$ cat src/rtl/vline_motion_ctrl_if.sv
// Handshake bundle between the motion controller and its environment.
// slave = controller side, master = driver of buttons/frame/counter flags.
interface vline_motion_ctrl_if;
  logic        frame;
  logic        btn_u;
  logic        btn_d;
  logic        btn_c;
  logic        recentre;
  logic        at_max;
  logic        at_min;
  logic        up;
  logic        dw;
  logic        ld;
  logic [15:0] d;
  logic        moving;
  logic        dir;

  modport slave (
    input  frame, btn_u, btn_d, btn_c, recentre, at_max, at_min,
    output up, dw, ld, d, moving, dir
  );

  modport master (
    output frame, btn_u, btn_d, btn_c, recentre, at_max, at_min,
    input  up, dw, ld, d, moving, dir
  );
endinterface

$ cat src/rtl/vline_motion_ctrl.sv
// Vertical-line motion controller: buttons + frame tick -> UP/DW/LD strobes for the Y counter.
// Optional AUTO_BOUNCE_EN: reverse direction on a bound hit instead of stopping.
module vline_motion_ctrl #(
  parameter int unsigned STEP_DIV = 2,
  parameter logic [15:0] LOAD_VAL = 16'd240
) (
  input logic               clk,
  input logic               reset,
  vline_motion_ctrl_if.slave bus
);

  typedef enum logic [1:0] {StLoad, StIdle, StRunInc, StRunDec} state_e;

  localparam logic [7:0] DivLast = 8'(STEP_DIV - 1);

  state_e     state_q, state_d;
  logic [7:0] div_q, div_d;
  logic       up_q, up_d;
  logic       dw_q, dw_d;
  logic       ld_q, ld_d;
  logic       dir_q, dir_d;
  logic       moving_q, moving_d;

  // Button bits ordered {c, d, u}; s1/s2 synchronise, s3 holds the previous level.
  logic [2:0] btn_s1_q, btn_s2_q, btn_s3_q;
  logic [2:0] press;
  logic       press_u, press_d, press_c;
  logic       run_up;
  logic       hit;

  assign press   = btn_s2_q & ~btn_s3_q;
  assign press_u = press[0];
  assign press_d = press[1];
  assign press_c = press[2];
  assign run_up  = (state_q == StRunInc);
  assign hit     = run_up ? bus.at_max : bus.at_min;

  always_comb begin
    state_d = state_q;
    div_d   = div_q;
    dir_d   = dir_q;
    up_d    = 1'b0;
    dw_d    = 1'b0;
    ld_d    = 1'b0;

    if (bus.recentre) begin
      state_d = StLoad;
      ld_d    = 1'b1;
      div_d   = '0;
    end else begin
      unique case (state_q)
        StLoad: begin
          state_d = StIdle;
          ld_d    = 1'b1;
          div_d   = '0;
        end
        StIdle: begin
          div_d = '0;
          if (!press_c && (press_u ^ press_d)) begin
            state_d = press_u ? StRunInc : StRunDec;
            dir_d   = press_u;
          end
        end
        StRunInc, StRunDec: begin
          if (press_c) begin
            state_d = StIdle;
            div_d   = '0;
          end else if ((press_u ^ press_d) && (press_u != run_up)) begin
            // Opposite-direction press: reverse and restart the frame count
            state_d = press_u ? StRunInc : StRunDec;
            dir_d   = press_u;
            div_d   = '0;
          end else if (bus.frame) begin
            if (div_q == DivLast) begin
              div_d = '0;
              if (bus.at_max && bus.at_min) begin
                state_d = StIdle;
              end else if (hit) begin
`ifdef AUTO_BOUNCE_EN
                state_d = run_up ? StRunDec : StRunInc;
                dir_d   = ~run_up;
`else
                state_d = StIdle;
`endif
              end else begin
                up_d = run_up;
                dw_d = ~run_up;
              end
            end else begin
              div_d = div_q + 8'd1;
            end
          end
        end
        default: state_d = StLoad;
      endcase
    end

    moving_d = (state_d == StRunInc) || (state_d == StRunDec);
  end

  always_ff @(posedge clk or negedge reset) begin
    if (!reset) begin
      state_q  <= StLoad;
      div_q    <= '0;
      up_q     <= 1'b0;
      dw_q     <= 1'b0;
      ld_q     <= 1'b0;
      dir_q    <= 1'b1;
      moving_q <= 1'b0;
      btn_s1_q <= '0;
      btn_s2_q <= '0;
      btn_s3_q <= '0;
    end else begin
      state_q  <= state_d;
      div_q    <= div_d;
      up_q     <= up_d;
      dw_q     <= dw_d;
      ld_q     <= ld_d;
      dir_q    <= dir_d;
      moving_q <= moving_d;
      btn_s1_q <= {bus.btn_c, bus.btn_d, bus.btn_u};
      btn_s2_q <= btn_s1_q;
      btn_s3_q <= btn_s2_q;
    end
  end

  assign bus.up     = up_q;
  assign bus.dw     = dw_q;
  assign bus.ld     = ld_q;
  assign bus.d      = LOAD_VAL;
  assign bus.moving = moving_q;
  assign bus.dir    = dir_q;

endmodule

$ cat src/flat_wrapper.sv
// flat-port wrapper written by rule: the top's interface ports become plain ports
module vline_motion_ctrl_flat 
#(
  parameter int unsigned STEP_DIV = 2,
  parameter logic [15:0] LOAD_VAL = 16'd240
)
  (clk, reset, bus_frame, bus_btn_u, bus_btn_d, bus_btn_c, bus_recentre, bus_at_max, bus_at_min, bus_up, bus_dw, bus_ld, bus_d, bus_moving, bus_dir);
  vline_motion_ctrl_if bus_i ();
  input logic clk;
  input logic reset;
  input wire logic [$bits(bus_i.frame)-1:0] bus_frame;
  input wire logic [$bits(bus_i.btn_u)-1:0] bus_btn_u;
  input wire logic [$bits(bus_i.btn_d)-1:0] bus_btn_d;
  input wire logic [$bits(bus_i.btn_c)-1:0] bus_btn_c;
  input wire logic [$bits(bus_i.recentre)-1:0] bus_recentre;
  input wire logic [$bits(bus_i.at_max)-1:0] bus_at_max;
  input wire logic [$bits(bus_i.at_min)-1:0] bus_at_min;
  output wire logic [$bits(bus_i.up)-1:0] bus_up;
  output wire logic [$bits(bus_i.dw)-1:0] bus_dw;
  output wire logic [$bits(bus_i.ld)-1:0] bus_ld;
  output wire logic [$bits(bus_i.d)-1:0] bus_d;
  output wire logic [$bits(bus_i.moving)-1:0] bus_moving;
  output wire logic [$bits(bus_i.dir)-1:0] bus_dir;
  assign bus_i.frame = bus_frame;
  assign bus_i.btn_u = bus_btn_u;
  assign bus_i.btn_d = bus_btn_d;
  assign bus_i.btn_c = bus_btn_c;
  assign bus_i.recentre = bus_recentre;
  assign bus_i.at_max = bus_at_max;
  assign bus_i.at_min = bus_at_min;
  assign bus_up = bus_i.up;
  assign bus_dw = bus_i.dw;
  assign bus_ld = bus_i.ld;
  assign bus_d = bus_i.d;
  assign bus_moving = bus_i.moving;
  assign bus_dir = bus_i.dir;
  vline_motion_ctrl #(.STEP_DIV(STEP_DIV), .LOAD_VAL(LOAD_VAL)) u_core (.clk(clk), .reset(reset), .bus(bus_i));
endmodule
$ cat config.mk
export PLATFORM = sky130hd
export DESIGN_NAME = vline_motion_ctrl_flat
export DESIGN_NICKNAME = d
export VERILOG_FILES = /design/src/rtl/vline_motion_ctrl_if.sv /design/src/rtl/vline_motion_ctrl.sv /design/src/flat_wrapper.sv
export SDC_FILE = /design/constraint.sdc
export NUM_CORES = 1
export LEC_CHECK = 0
export CORE_ASPECT_RATIO = 2
export CORE_MARGIN = 1
export CORE_UTILIZATION = 43
export CTS_CLUSTER_DIAMETER = 30
export DETAILED_ROUTE_END_ITERATION = 7
export PLACE_DENSITY = 0.75
export SKIP_LAST_GASP = 1
export SLEW_MARGIN = 15
export SYNTH_ARGS = -nofsm -noshare
export SYNTH_HDL_FRONTEND = slang
export SYNTH_SLANG_ARGS = --single-unit
$ cat constraint.sdc
create_clock -name clk -period 1.45 [get_ports clk]
set_clock_uncertainty 0.15 [all_clocks]
set_input_delay 0.29 -clock clk [delete_from_list [all_inputs] [get_ports clk]]
set_output_delay 0.29 -clock clk [all_outputs]
set_load 0.005 [all_outputs]
== Word level (Yosys, flattened, before mapping) ==
Index checks and enable logic that the tools add are counted.
W data, S select, Z words.
Storage, ports and cells
  flip-flop bits (word level): 24
  bits in latches: 0
  RAM bits: 0
  memory bits (read-only): 0
  output and inout port bits: 21
  memories: 0
Cells by class
  add/sub/neg operators: 1
  $mul: 0
  divide/modulo/power cells: 0
  magnitude comparators: 0
  equality and inequality tests: 11
  shift operators: 0
  mux-type cells: 39
  bitwise logic cells: 5
  reductions and logical operators: 10
Operators with widths (number)
  $mux W8: 5
  $mux W1: 23
  $mux W2: 8
  $pmux W8 S2: 1
  $add A8 B1 Y8 const B: 1
  $eq A2 B2 Y1 const B: 4
  $eq A8 B1 Y1 const B: 1
  $pmux W2 S3: 1
  $ne A5 B3 Y1 const B: 1
  $reduce_and A5 Y1: 1
  $ne A2 B1 Y1 const B: 2
  $reduce_or A2 Y1: 2
  $and A3 B3 Y3: 1
  $logic_and A1 B1 Y1: 3
  $not A3 Y3: 1
  $eq A2 B1 Y1 const B: 1
  $logic_not A2 Y1: 1
  $ne A2 B2 Y1 const B: 1
  $not A1 Y1: 2
  $pmux W1 S2: 1
  $reduce_bool A2 Y1: 1
  $logic_not A1 Y1: 1
  $logic_or A1 B1 Y1: 1
  $ne A1 B1 Y1: 1
  $xor A1 B1 Y1: 1

== Depth between registers and ports, before layout ==
Gate-level depths: netlist of run 1.
  word-level depth: 12
  gate-level depth with buffers: 5
  gate-level depth less buffers: 5

== Least setup slack after synthesis of run 1 ==
Ideal clock, no wire load.
  kind: register -> register
  from: register u_core.div_q[5]
  to: register u_core.moving_q (netlist: u_core.bus.moving)
  data arrival time: 1.283 ns
  required time: 1.160 ns
  path slack: -0.123 ns
  stages on the path, launching flop included: 5
  path buffers: 0
  cells stage by stage: dfrtp_1 nor4_4 nand4_2 o311ai_1 o21ai_0
On the way
  longest elaborated chain between the ends: 9
Ends and longest elaborated chain
  start, declared: line vline_motion_ctrl.sv:17  | logic [7:0] div_q, div_d;
  start signal, assigned: line vline_motion_ctrl.sv:115  | div_q <= div_d;
  $eq A8 B1 Y1 *: line vline_motion_ctrl.sv:74  | if (div_q == DivLast) begin
  $mux W2 *: line vline_motion_ctrl.sv:74
  $mux W2 *: line vline_motion_ctrl.sv:73  | end else if (bus.frame) begin
  $mux W2 *: line vline_motion_ctrl.sv:68  | end else if ((press_u ^ press_d) && (press_u != run_up)) begin
  $mux W2 *: line vline_motion_ctrl.sv:65  | if (press_c) begin
  $pmux W2 S3 *: line vline_motion_ctrl.sv:51  | unique case (state_q)
  $mux W2 *: line vline_motion_ctrl.sv:46  | if (bus.recentre) begin
  $eq A2 B2 Y1: line vline_motion_ctrl.sv:98  | moving_d = (state_d == StRunInc) || (state_d == StRunDec);
  $logic_or A1 B1 Y1 *: line vline_motion_ctrl.sv:98
  named net u_core.moving_d: line vline_motion_ctrl.sv:22  | logic moving_q, moving_d;
  end signal, assigned: line vline_motion_ctrl.sv:120  | moving_q <= moving_d;
  end, declared: line vline_motion_ctrl.sv:22
The timed path passes the listed nets; every way through them passes the cells marked *.
A chain may end at the register's enable or synchronous reset.

== Final worst setup path of run 1 ==
  from: register u_core.div_q[6]
  to: register u_core.state_q[1]
On the way
  longest elaborated chain between the ends: 7
Ends and longest elaborated chain
  $eq A8 B1 Y1: line vline_motion_ctrl.sv:74
  $mux W2: line vline_motion_ctrl.sv:74
  $mux W2: line vline_motion_ctrl.sv:73
  $mux W2: line vline_motion_ctrl.sv:68
  $mux W2: line vline_motion_ctrl.sv:65
  $pmux W2 S3: line vline_motion_ctrl.sv:51
  $mux W2: line vline_motion_ctrl.sv:46
  named net u_core.state_d[1]: line vline_motion_ctrl.sv:16  | state_e state_q, state_d;
  end signal, assigned: line vline_motion_ctrl.sv:103  | state_q <= StLoad;
  end signal, assigned: line vline_motion_ctrl.sv:114  | state_q <= state_d;
  end, declared: line vline_motion_ctrl.sv:16
The timed path passes the listed nets, and every way through them passes these cells.

==> flow_metrics.env, run 1 <==
export IMPL_die_h_um=75.6
export IMPL_cp_data_arrival_time_ns=1.57
export IMPL_rrSetupSlack_ns=-0.13
export IMPL_crit_path_end_kind="flip-flop"
export IMPL_path_clk_slew_ns=0.08
export IMPL_grt_ovfl_total=0
export IMPL_wl_um=2340
export IMPL_dp_hpwl_um=1680
export IMPL_power_density_nw_per_um2=827
export IMPL_grt_max_degree=25
export IMPL_seqCellArea_sq_um=602
export IMPL_clock_path_buffers=2
export IMPL_wl_per_cell_um=13.2
export IMPL_place_ws_ns=-0.359
export IMPL_drt_initial_drc_count=20
export IMPL_final_setup_viol_count=13
export IMPL_fin_cells=177
export IMPL_dp_cells=171
export IMPL_grtUsageTotal_pct=18.3
export IMPL_area_growth_pct=37.1
export IMPL_via_per_inst=4.92
export IMPL_worstSetupPathType="reg -> reg"
export IMPL_synth_area_per_cell_sq_um=10.6
export IMPL_synth_area_sq_um=1160
export IMPL_finalCritPeriodShare_pct=109
export IMPL_drt_antenna_violating_nets=0
export IMPL_diodes=0
export IMPL_core_sq_um=2570
export IMPL_grt_pass1_wl_um=3770
export IMPL_num_vias=871
export IMPL_p_leak_nw=0.712
export IMPL_clock_latency_ns=0.26
export IMPL_yosysUniqueCellTypes=32
export IMPL_root_buffer="clkbuf_8"
export IMPL_ir_drop_v=0.000390
export IMPL_cts_buffers=3
export IMPL_rsz0062_at_grt="true"
export IMPL_ys_seq_area_share_pct=51.7
export IMPL_ys_warn_count=0
export IMPL_max_freq_ghz=0.633
export IMPL_initial_utilization_pct=45.3
export IMPL_nFillCells=220
export IMPL_pin_count=30
export IMPL_crit_fanout=4
export IMPL_antenna_found_initial=0
export IMPL_required_ns=1.44
export IMPL_dr_pass1_iters=4
export IMPL_place_gp_congestion=0.750
export IMPL_grt_pass1_vias=909
export IMPL_drc=0
export IMPL_status="complete, but fails checks"
export IMPL_clock_sinks=24
export IMPL_nets=161
export IMPL_num_rows=26
export IMPL_holdCritPathClass="reg -> reg"
export IMPL_cts_max_level=1
export IMPL_layout_setup_ws_ns=-0.131
export IMPL_multiInputGateArea_sq_um=573
export IMPL_die_area_sq_um=2930
export IMPL_syn_inst=110
export IMPL_drive_gt1_share_pct=35.6
export IMPL_finalCriticalPeriod_ns=1.58
export IMPL_startpoint_type="flip-flop"
export IMPL_cts_tree="yes"
export IMPL_finalHoldViolations=0
export IMPL_numPortBuffers=13
export IMPL_maxCapViolCount=0
export IMPL_ys_seq_elements=24
export IMPL_violations="setup timing"
export IMPL_drv_slew=0
export IMPL_die_x_um=38.8
layout make-up:
cell class | count | area share (%)
Clock buffer | 4 | 2.82
Timing Repair Buffer | 39 | 20.9
Tap cell | 28 | 2.19
Multi-Input combinational cell | 80 | 35.9
Inverter | 2 | 0.470
Sequential cell | 24 | 37.7
cells in the final DEF, fill, tap and decap left out, types with 3 or more instances in the layout:
cell,count
clkdlybuf4s50_1,7
conb_1,16
nand2_1,6
nand2b_1,3
nor3_1,3
nor2_2,4
xnor2_1,3
a21oi_2,3
o21ai_1,3
dlygate4sd2_1,5
clkbuf_8,3
nor2_1,7
nand4_1,3
dfrtp_1,23
buf_4,23
path summary, 6_finish.rpt:
path                                    start                 end  cells past startpoint
min in group asynchronous               reset  u_core.btn_s2_q[0]                      2
max                           u_core.div_q[6]   u_core.state_q[1]                      4
max in group asynchronous               reset      u_core.bus.dir                      2
min reg2reg                u_core.btn_s1_q[2]  u_core.btn_s2_q[2]                      0
min                        u_core.btn_s1_q[2]  u_core.btn_s2_q[2]                      0
max reg2reg                   u_core.div_q[6]   u_core.state_q[1]                      4
stage by stage:
| step | total power, W | area (sq um) | util [%] | hold slack [ns] | setup TNS (ns) |
|---|---|---|---|---|---|
| 2_1_floorplan | 0.000839 | 1240 | - | -0.156 | -0.0302 |
| 3_3_place_gp | 0.000927 | 1460 | 56.9 | 0.185 | -2.74 |
| 3_5_place_dp | 0.000932 | 1460 | 56.9 | 0.195 | -3.07 |
| 4_1_cts | 0.00133 | 1590 | 61.9 | 0.213 | -0.775 |
| 5_1_grt | 0.00137 | 1600 | 62.1 | 0.227 | -1.65 |
| 6_report | 0.00132 | 1600 | 62.1 | 0.208 | -0.866 |
critical path, cell delays in order (launching register included):
cell and delay [ns]:
dfrtp_1 0.41, nor4_4 0.34, nand4_2 0.19, o311ai_2 0.27
o21ai_1 0.11
synthesized netlist by cell type (all sizes together):
master | instances | share of area [%]
dfrtp | 23 | 49
buf | 18 | 12
nor2 | 13 | 4.2
nand2 | 7 | 2.3
a21oi | 4 | 1.7
nand2b | 4 | 2.1
nand4 | 4 | 2.7
nor3 | 4 | 2.1
nor4 | 3 | 2.9
o21ai | 3 | 1.3
xnor2 | 3 | 2.3
conb | 2 | 0.64
ha | 2 | 2.1
inv | 2 | 0.64
nand3 | 2 | 0.86
nand3b | 2 | 1.3
nor2b | 2 | 1.1
or2 | 2 | 1.1
xor2 | 2 | 1.5
a32oi | 1 | 0.75
and2b | 1 | 0.64
dfstp | 1 | 2.3
mux2i | 1 | 0.86
o2111ai | 1 | 1.3
o211a | 1 | 0.86
o311ai | 1 | 0.75
o41ai | 1 | 0.75
flip-flops by register name, indices dropped and copies added, names as in the netlist:
register,count
u_core.bus.up,1
u_core.btn_s2_q,3
u_core.bus.ld,1
u_core.state_q,2
u_core.btn_s3_q,3
u_core.btn_s1_q,3
u_core.bus.moving,1
u_core.bus.dir,1
u_core.div_q,8
u_core.bus.dw,1
report_power, final:
part	internal, W	switching [W]
combinational	0.000108	0.000100
clock	0.000196	0.000194
sequential	0.000707	0.0000143
per-layer routing:
layer | wire [um] | vias up | share of wire, % | GRT usage, %
met5 | 0 | - | 0 | 0
met4 | 34 | 0 | 1.5 | 8.05
met3 | 49 | 4 | 2.1 | 1.75
met2 | 1450 | 15 | 62 | 35.2
met1 | 811 | 432 | 35 | 18.5
li1 | - | 420 | - | -
logic make-up (layout without fill, tap and decap cells):
family / count (synthesis) / count (layout) / share of synthesized area (%)
AND/OR/NAND/NOR: 44 / 44 / 21.3
flip-flops: 24 / 24 / 51.7
buffers and inverters: 20 / 45 / 12.2
AO/OA/AOI/OAI: 12 / 12 / 7.41
XOR/XNOR: 5 / 5 / 3.76
adder cells (fa/ha/maj): 2 / 2 / 2.15
other: 2 / 16 / 0.645
multiplexers: 1 / 1 / 0.859
what timing repair did:
item	in CTS	in global routing
buffers inserted	3	0
cloned	0	0
endpoints found under the setup margin	19	15
pin swaps	6	2
hold buffers	0	0
resized for setup	24	5
(Power assumes the default switching activity.)
==> inputs of run 2 (changes only) <==
Settings changed: CORE_UTILIZATION 43 to 30, PLACE_DENSITY 0.75 to not set.
==> run 2 against run 1 <==
  * The flow still finishes with violations (setup timing)
  * Hold slack worse by 0.17 ns
  * Via count up 2.2%
  * Global-route usage down 3.5 points
  * Register-to-register slack worse by 0.03 ns
  * Power up 15%
  * Non-clock buffer count down 1
  * Core utilization down 16 points
  * Cell area up 4.9%
  * Setup slack worse by 0.026 ns
  * Largest power group unchanged
==> flow_metrics.env, run 2 (same netlist as run 1, synthesis figures left out) <==
export IMPL_clockPowerShare_pct=38.1
export IMPL_clock_sinks=24
export IMPL_area_growth_pct=43.8
export IMPL_seq_power_share_pct=47.4
export IMPL_clock_latency_ns=0.27
export IMPL_drt_antenna_violating_nets=0
export IMPL_violations="setup timing"
export IMPL_finalHoldViolations=0
export IMPL_die_area_sq_um=4150
export IMPL_p_sw_share_pct=22.1
export IMPL_combPwrFrac_pct=14.5
export IMPL_dp_cells=191
export IMPL_numPortBuffers=13
export IMPL_p_int_w=0.00118
export IMPL_die_h_um=90.1
export IMPL_via_per_inst=4.49
export IMPL_rsz0062_at_grt="true"
export IMPL_place_gp_congestion=0.861
export IMPL_nets=161
export IMPL_core_sq_um=3650
export IMPL_drv_slew=0
export IMPL_fin_cells=198
export IMPL_required_ns=1.46
export IMPL_diodes=0
export IMPL_grtUsageTotal_pct=14.8
export IMPL_cts_buffers=3
export IMPL_max_freq_ghz=0.622
export IMPL_die_x_um=46.1
export IMPL_worstSetupPathType="reg -> reg"
export IMPL_setup_tns_ns=-0.622
export IMPL_netSwitchingPower_w=0.000336
export IMPL_dp_hpwl_um=1900
export IMPL_grt_pass1_vias=1045
export IMPL_finalCritPeriodShare_pct=111
export IMPL_grt_ovfl_total=0
export IMPL_largest_register="u_core.div_q"
export IMPL_root_buffer="clkbuf_8"
export IMPL_grt_pass1_wl_um=4510
export IMPL_crit_path_end_kind="flip-flop"
export IMPL_final_area_sq_um=1680
export IMPL_startpoint_type="flip-flop"
export IMPL_drive_gt1_share_pct=34.2
export IMPL_num_vias=890
export IMPL_cts_tree="yes"
export IMPL_drc=0
export IMPL_layout_common_cells="24 x buf_4, 23 x dfrtp_1, 16 x conb_1"
export IMPL_grt_max_degree=15
export IMPL_antenna_found_initial=0
export IMPL_wl_um=2710
export IMPL_dr_pass1_iters=4
export IMPL_path_clk_slew_ns=0.09
export IMPL_ir_drop_v=0.000501
export IMPL_final_setup_viol_count=8
export IMPL_place_area_sq_um=1470
export IMPL_cts_max_level=1
export IMPL_crit_fanout=2
export IMPL_maxCapViolCount=0
export IMPL_wl_per_cell_um=13.7
export IMPL_initial_utilization_pct=31.9
export IMPL_status="complete, but fails checks"
export IMPL_power_density_nw_per_um2=907
export IMPL_place_ws_ns=-0.276
export IMPL_holdCritPathClass="in -> async"
export IMPL_num_rows=31
export IMPL_layout_setup_ws_ns=-0.157
export IMPL_drt_initial_drc_count=17
export IMPL_pin_count=30
export IMPL_largest_register_ffs=8
export IMPL_layout_commonest_cell="buf_4"
export IMPL_clock_path_buffers=2
export IMPL_finalCriticalPeriod_ns=1.61
export IMPL_p_leak_nw=0.725
export IMPL_cp_data_arrival_time_ns=1.62
[run 2: what timing repair did]
item                                   in CTS  in global routing
pin swaps                                   4                 16
cloned                                      1                  0
resized for setup                          13                 15
endpoints found under the hold margin       0                  0
setup endpoints to repair                  19                 15
hold buffers                                0                  0
setup buffers                               1                  1
[run 2: power by group through the flow]
stage / logic (W) / clock network (W) / registers (W)
2_1_floorplan: 0.000102 / 0 / 0.000737
3_3_place_gp: 0.000193 / 0 / 0.000733
3_5_place_dp: 0.000198 / 0 / 0.000732
4_1_cts: 0.000212 / 0.000597 / 0.000720
5_1_grt: 0.000240 / 0.000624 / 0.000724
6_report: 0.000221 / 0.000579 / 0.000720
[run 2: metrics by stage]
stage / power [W] / hold slack (ns) / util [%]
after CTS: 0.00153 / 0.0339 / 43.9
after detailed placement: 0.000930 / 0.185 / 40.3
after global routing: 0.00159 / 0.0368 / 46.0
after floorplan: 0.000839 / -0.156 / -
final: 0.00152 / 0.0399 / 46.0
after global placement: 0.000926 / 0.185 / 40.3
[run 2: critical path, cell delays in order (launching register included)]
cell and delay (ns):
dfrtp_1 0.38, nor2b_1 0.31, mux2i_2 0.39, o211a_1 0.22
nor3_2 0.04
[run 2: area by class of cell]
cell class	count	area, sq um
clock buffer	3	41.3
clock inverter	1	30.0
fill	373	1970
inverter	2	7.51
multi-input combinational	81	619
sequential	24	602
tap	49	61.3
timing repair buffer	38	314
[run 2: worst paths after layout]
path,start,to,slack (ns),cells past startpoint
worst max-delay path,u_core.state_q[0],u_core.state_q[0],-0.16,4
worst min-delay path,reset,u_core.bus.ld,0.04,1
worst max register to register,u_core.state_q[0],u_core.state_q[0],-0.16,4
worst min register to register,u_core.btn_s1_q[0],u_core.btn_s2_q[0],0.20,0
max in group asynchronous,reset,u_core.bus.dir,0.67,2
min in group clk,u_core.btn_s1_q[0],u_core.btn_s2_q[0],0.20,0
[run 2: routing by layer]
layer	GRT usage, %	share of wire, %	routed length, um
met5	0	0	0
met4	11.3	4.3	116
met3	1.61	3.1	83
met2	25.8	58	1560
met1	14.4	35	948
==> inputs of run 3 (changes only) <==
Settings changed: TNS_END_PERCENT set to 5.
==> run 3 against run 2 <==
  * The run still ends with setup timing left
  * Cell area is 6.7% lower
  * Count of clock-buffer cells in the layout stayed put
  * Non-clock buffer count is 4 lower
==> flow_metrics.env, run 3 (same netlist as run 1, synthesis figures left out) <==
export IMPL_status="complete, but fails checks"
export IMPL_violations="setup timing"
export IMPL_p_leak_nw=0.672
export IMPL_max_freq_ghz=0.635
export IMPL_largest_register_ffs=8
export IMPL_startpoint_type="flip-flop"
export IMPL_endpoint="u_core.state_q[1]"
export IMPL_place_ws_ns=-0.311
export IMPL_drv_slew=0
export IMPL_timing_rr_end="u_core.state_q[1]"
export IMPL_nets=157
export IMPL_ir_drop_v=0.000352
export IMPL_rsz0062_at_grt="true"
export IMPL_finalCriticalPeriod_ns=1.58
export IMPL_die_h_um=90.1
export IMPL_crit_family="simple AND/OR/NAND/NOR gates"
export IMPL_num_rows=31
export IMPL_die_x_um=46.1
export IMPL_cp_data_arrival_time_ns=1.57
export IMPL_clock_sinks=24
export IMPL_met3_usage_pct=1.81
export IMPL_clockPowerShare_pct=38.6
export IMPL_grt_pass1_wl_um=3800
export IMPL_finalHoldViolations=0
export IMPL_fin_cells=194
export IMPL_p_int_w=0.00118
export IMPL_via_per_inst=4.44
export IMPL_largest_register="u_core.div_q"
export IMPL_power_w=0.00150
export IMPL_clock_latency_ns=0.27
export IMPL_crit_chain="nor4_4 -> nand4_2 -> o311ai_2 -> o21ai_1"
export IMPL_holdCritPathClass="reg -> reg"
export IMPL_place_gp_congestion=0.760
export IMPL_grt_ovfl_total=0
export IMPL_netSwitchingPower_w=0.000321
export IMPL_num_vias=862
export IMPL_pin_count=30
export IMPL_die_area_sq_um=4150
export IMPL_timing_critical_path_slowest_stage_cell="dfrtp_1"
export IMPL_final_setup_viol_count=19
export IMPL_grtUsageTotal_pct=12.4
export IMPL_p_sw_share_pct=21.4
export IMPL_crit_path_end_kind="flip-flop"
export IMPL_power_density_nw_per_um2=958
export IMPL_antenna_found_initial=0
export IMPL_maxCapViolCount=0
export IMPL_cp_startpoint="u_core.div_q[6]"
export IMPL_wl_per_cell_um=12.6
export IMPL_grt_pass1_vias=864
export IMPL_area_growth_pct=34.2
export IMPL_layout_setup_ws_ns=-0.125
export IMPL_worstSetupPathType="reg -> reg"
export IMPL_cp_depth=4
export IMPL_initial_utilization_pct=31.9
export IMPL_cts_tree="yes"
export IMPL_dp_hpwl_um=1820
export IMPL_crit_fanout=4
export IMPL_finalCritPeriodShare_pct=109
export IMPL_diodes=0
export IMPL_rrSetupSlack_ns=-0.13
export IMPL_drt_antenna_violating_nets=0
export IMPL_crit_buf_inv=0
export IMPL_combPwrFrac_pct=13.3
export IMPL_drc=0
export IMPL_cpPeakStageDelay_ns=0.42
export IMPL_layout_commonest_cell="dfrtp_1"
export IMPL_core_sq_um=3650
export IMPL_seq_power_share_pct=48.1
export IMPL_numPortBuffers=13
export IMPL_clock_path_buffers=2
export IMPL_cts_buffers=3
export IMPL_grt_util_met2_pct=22.4
export IMPL_path_clk_slew_ns=0.09
export IMPL_grt_busiest_layer="met2"
export IMPL_cts_max_level=1
export IMPL_required_ns=1.45
export IMPL_drive_gt1_share_pct=24.8
export IMPL_drt_initial_drc_count=15
export IMPL_layout_common_cells="23 x dfrtp_1, 20 x buf_4, 16 x conb_1"
export IMPL_dp_cells=189
export IMPL_grt_max_degree=25
export IMPL_use_met1_pct=12.7
export IMPL_rr_worst_depth=4
export IMPL_dr_pass1_iters=4
export IMPL_root_buffer="clkbuf_8"
export IMPL_hold_buffers=0
export IMPL_nFillCells=385
export IMPL_wl_um=2450
export IMPL_r2r_start="u_core.div_q[6]"
==> run 3: power groups by stage <==
| stage | clock network, W | logic, W | registers, W |
|---|---|---|---|
| 3_3_place_gp | 0 | 0.000194 | 0.000733 |
| 5_1_grt | 0.000620 | 0.000222 | 0.000724 |
| 3_5_place_dp | 0 | 0.000195 | 0.000734 |
| 6_report | 0.000578 | 0.000199 | 0.000720 |
| 2_1_floorplan | 0 | 0.000101 | 0.000737 |
| 4_1_cts | 0.000592 | 0.000189 | 0.000721 |
==> run 3: how the worst min path moves through the flow <==
stage                            start                  to  slack [ns]  cells past startpoint
floorplan                        reset  u_core.btn_s1_q[0]       -0.16                      0
global placement    u_core.btn_s1_q[0]  u_core.btn_s2_q[0]        0.19                      0
detailed placement  u_core.btn_s1_q[1]  u_core.btn_s2_q[1]        0.19                      0
CTS                 u_core.btn_s1_q[1]  u_core.btn_s2_q[1]        0.21                      0
global route                     reset     u_core.div_q[7]        0.22                      2
finish              u_core.btn_s1_q[1]  u_core.btn_s2_q[1]        0.21                      0
==> run 3: final cells by class <==
type	count	area [sq um]	share of cell area (%)
flip-flops and latches	24	602	38.5
multi-input cells	81	522	33.4
repair buffers	34	299	19.1
well taps	49	61.3	3.92
clock buffers	3	41.3	2.64
clock inverters	1	30.0	1.92
inverters	2	7.51	0.480
==> run 3: repair_timing <==
| action | CTS | global route |
|---|---|---|
| resized for setup | 1 | 4 |
| gates cloned | 0 | 1 |
| endpoints found under the setup margin | 19 | 19 |
| hold endpoints to repair | 0 | 0 |
| buffers inserted | 0 | 0 |
| pin swaps | 0 | 1 |
==> run 3: per-layer routing <==
layer  share of wire (%)  up-vias
met5                   0        -
met3                 3.0        6
met2                  59       20
li1                    -      412
met4                 3.1        0
met1                  34      424
==> run 3: worst register-to-register path: stages, from the launching register on <==
cell and delay [ns]:
dfrtp_1 0.42, nor4_4 0.32, nand4_2 0.19, o311ai_2 0.28, o21ai_1 0.10
==> run 3: metrics by stage <==
step | cell area (sq um) | TNS (ns) | hold slack (ns) | util (%)
6_report | 1560 | -1.30 | 0.205 | 42.9
3_5_place_dp | 1460 | -2.75 | 0.189 | 40.1
2_1_floorplan | 1240 | -0.0742 | -0.156 | -
5_1_grt | 1560 | -2.67 | 0.217 | 42.9
4_1_cts | 1530 | -2.00 | 0.208 | 42.0
3_3_place_gp | 1460 | -2.46 | 0.186 | 40.1
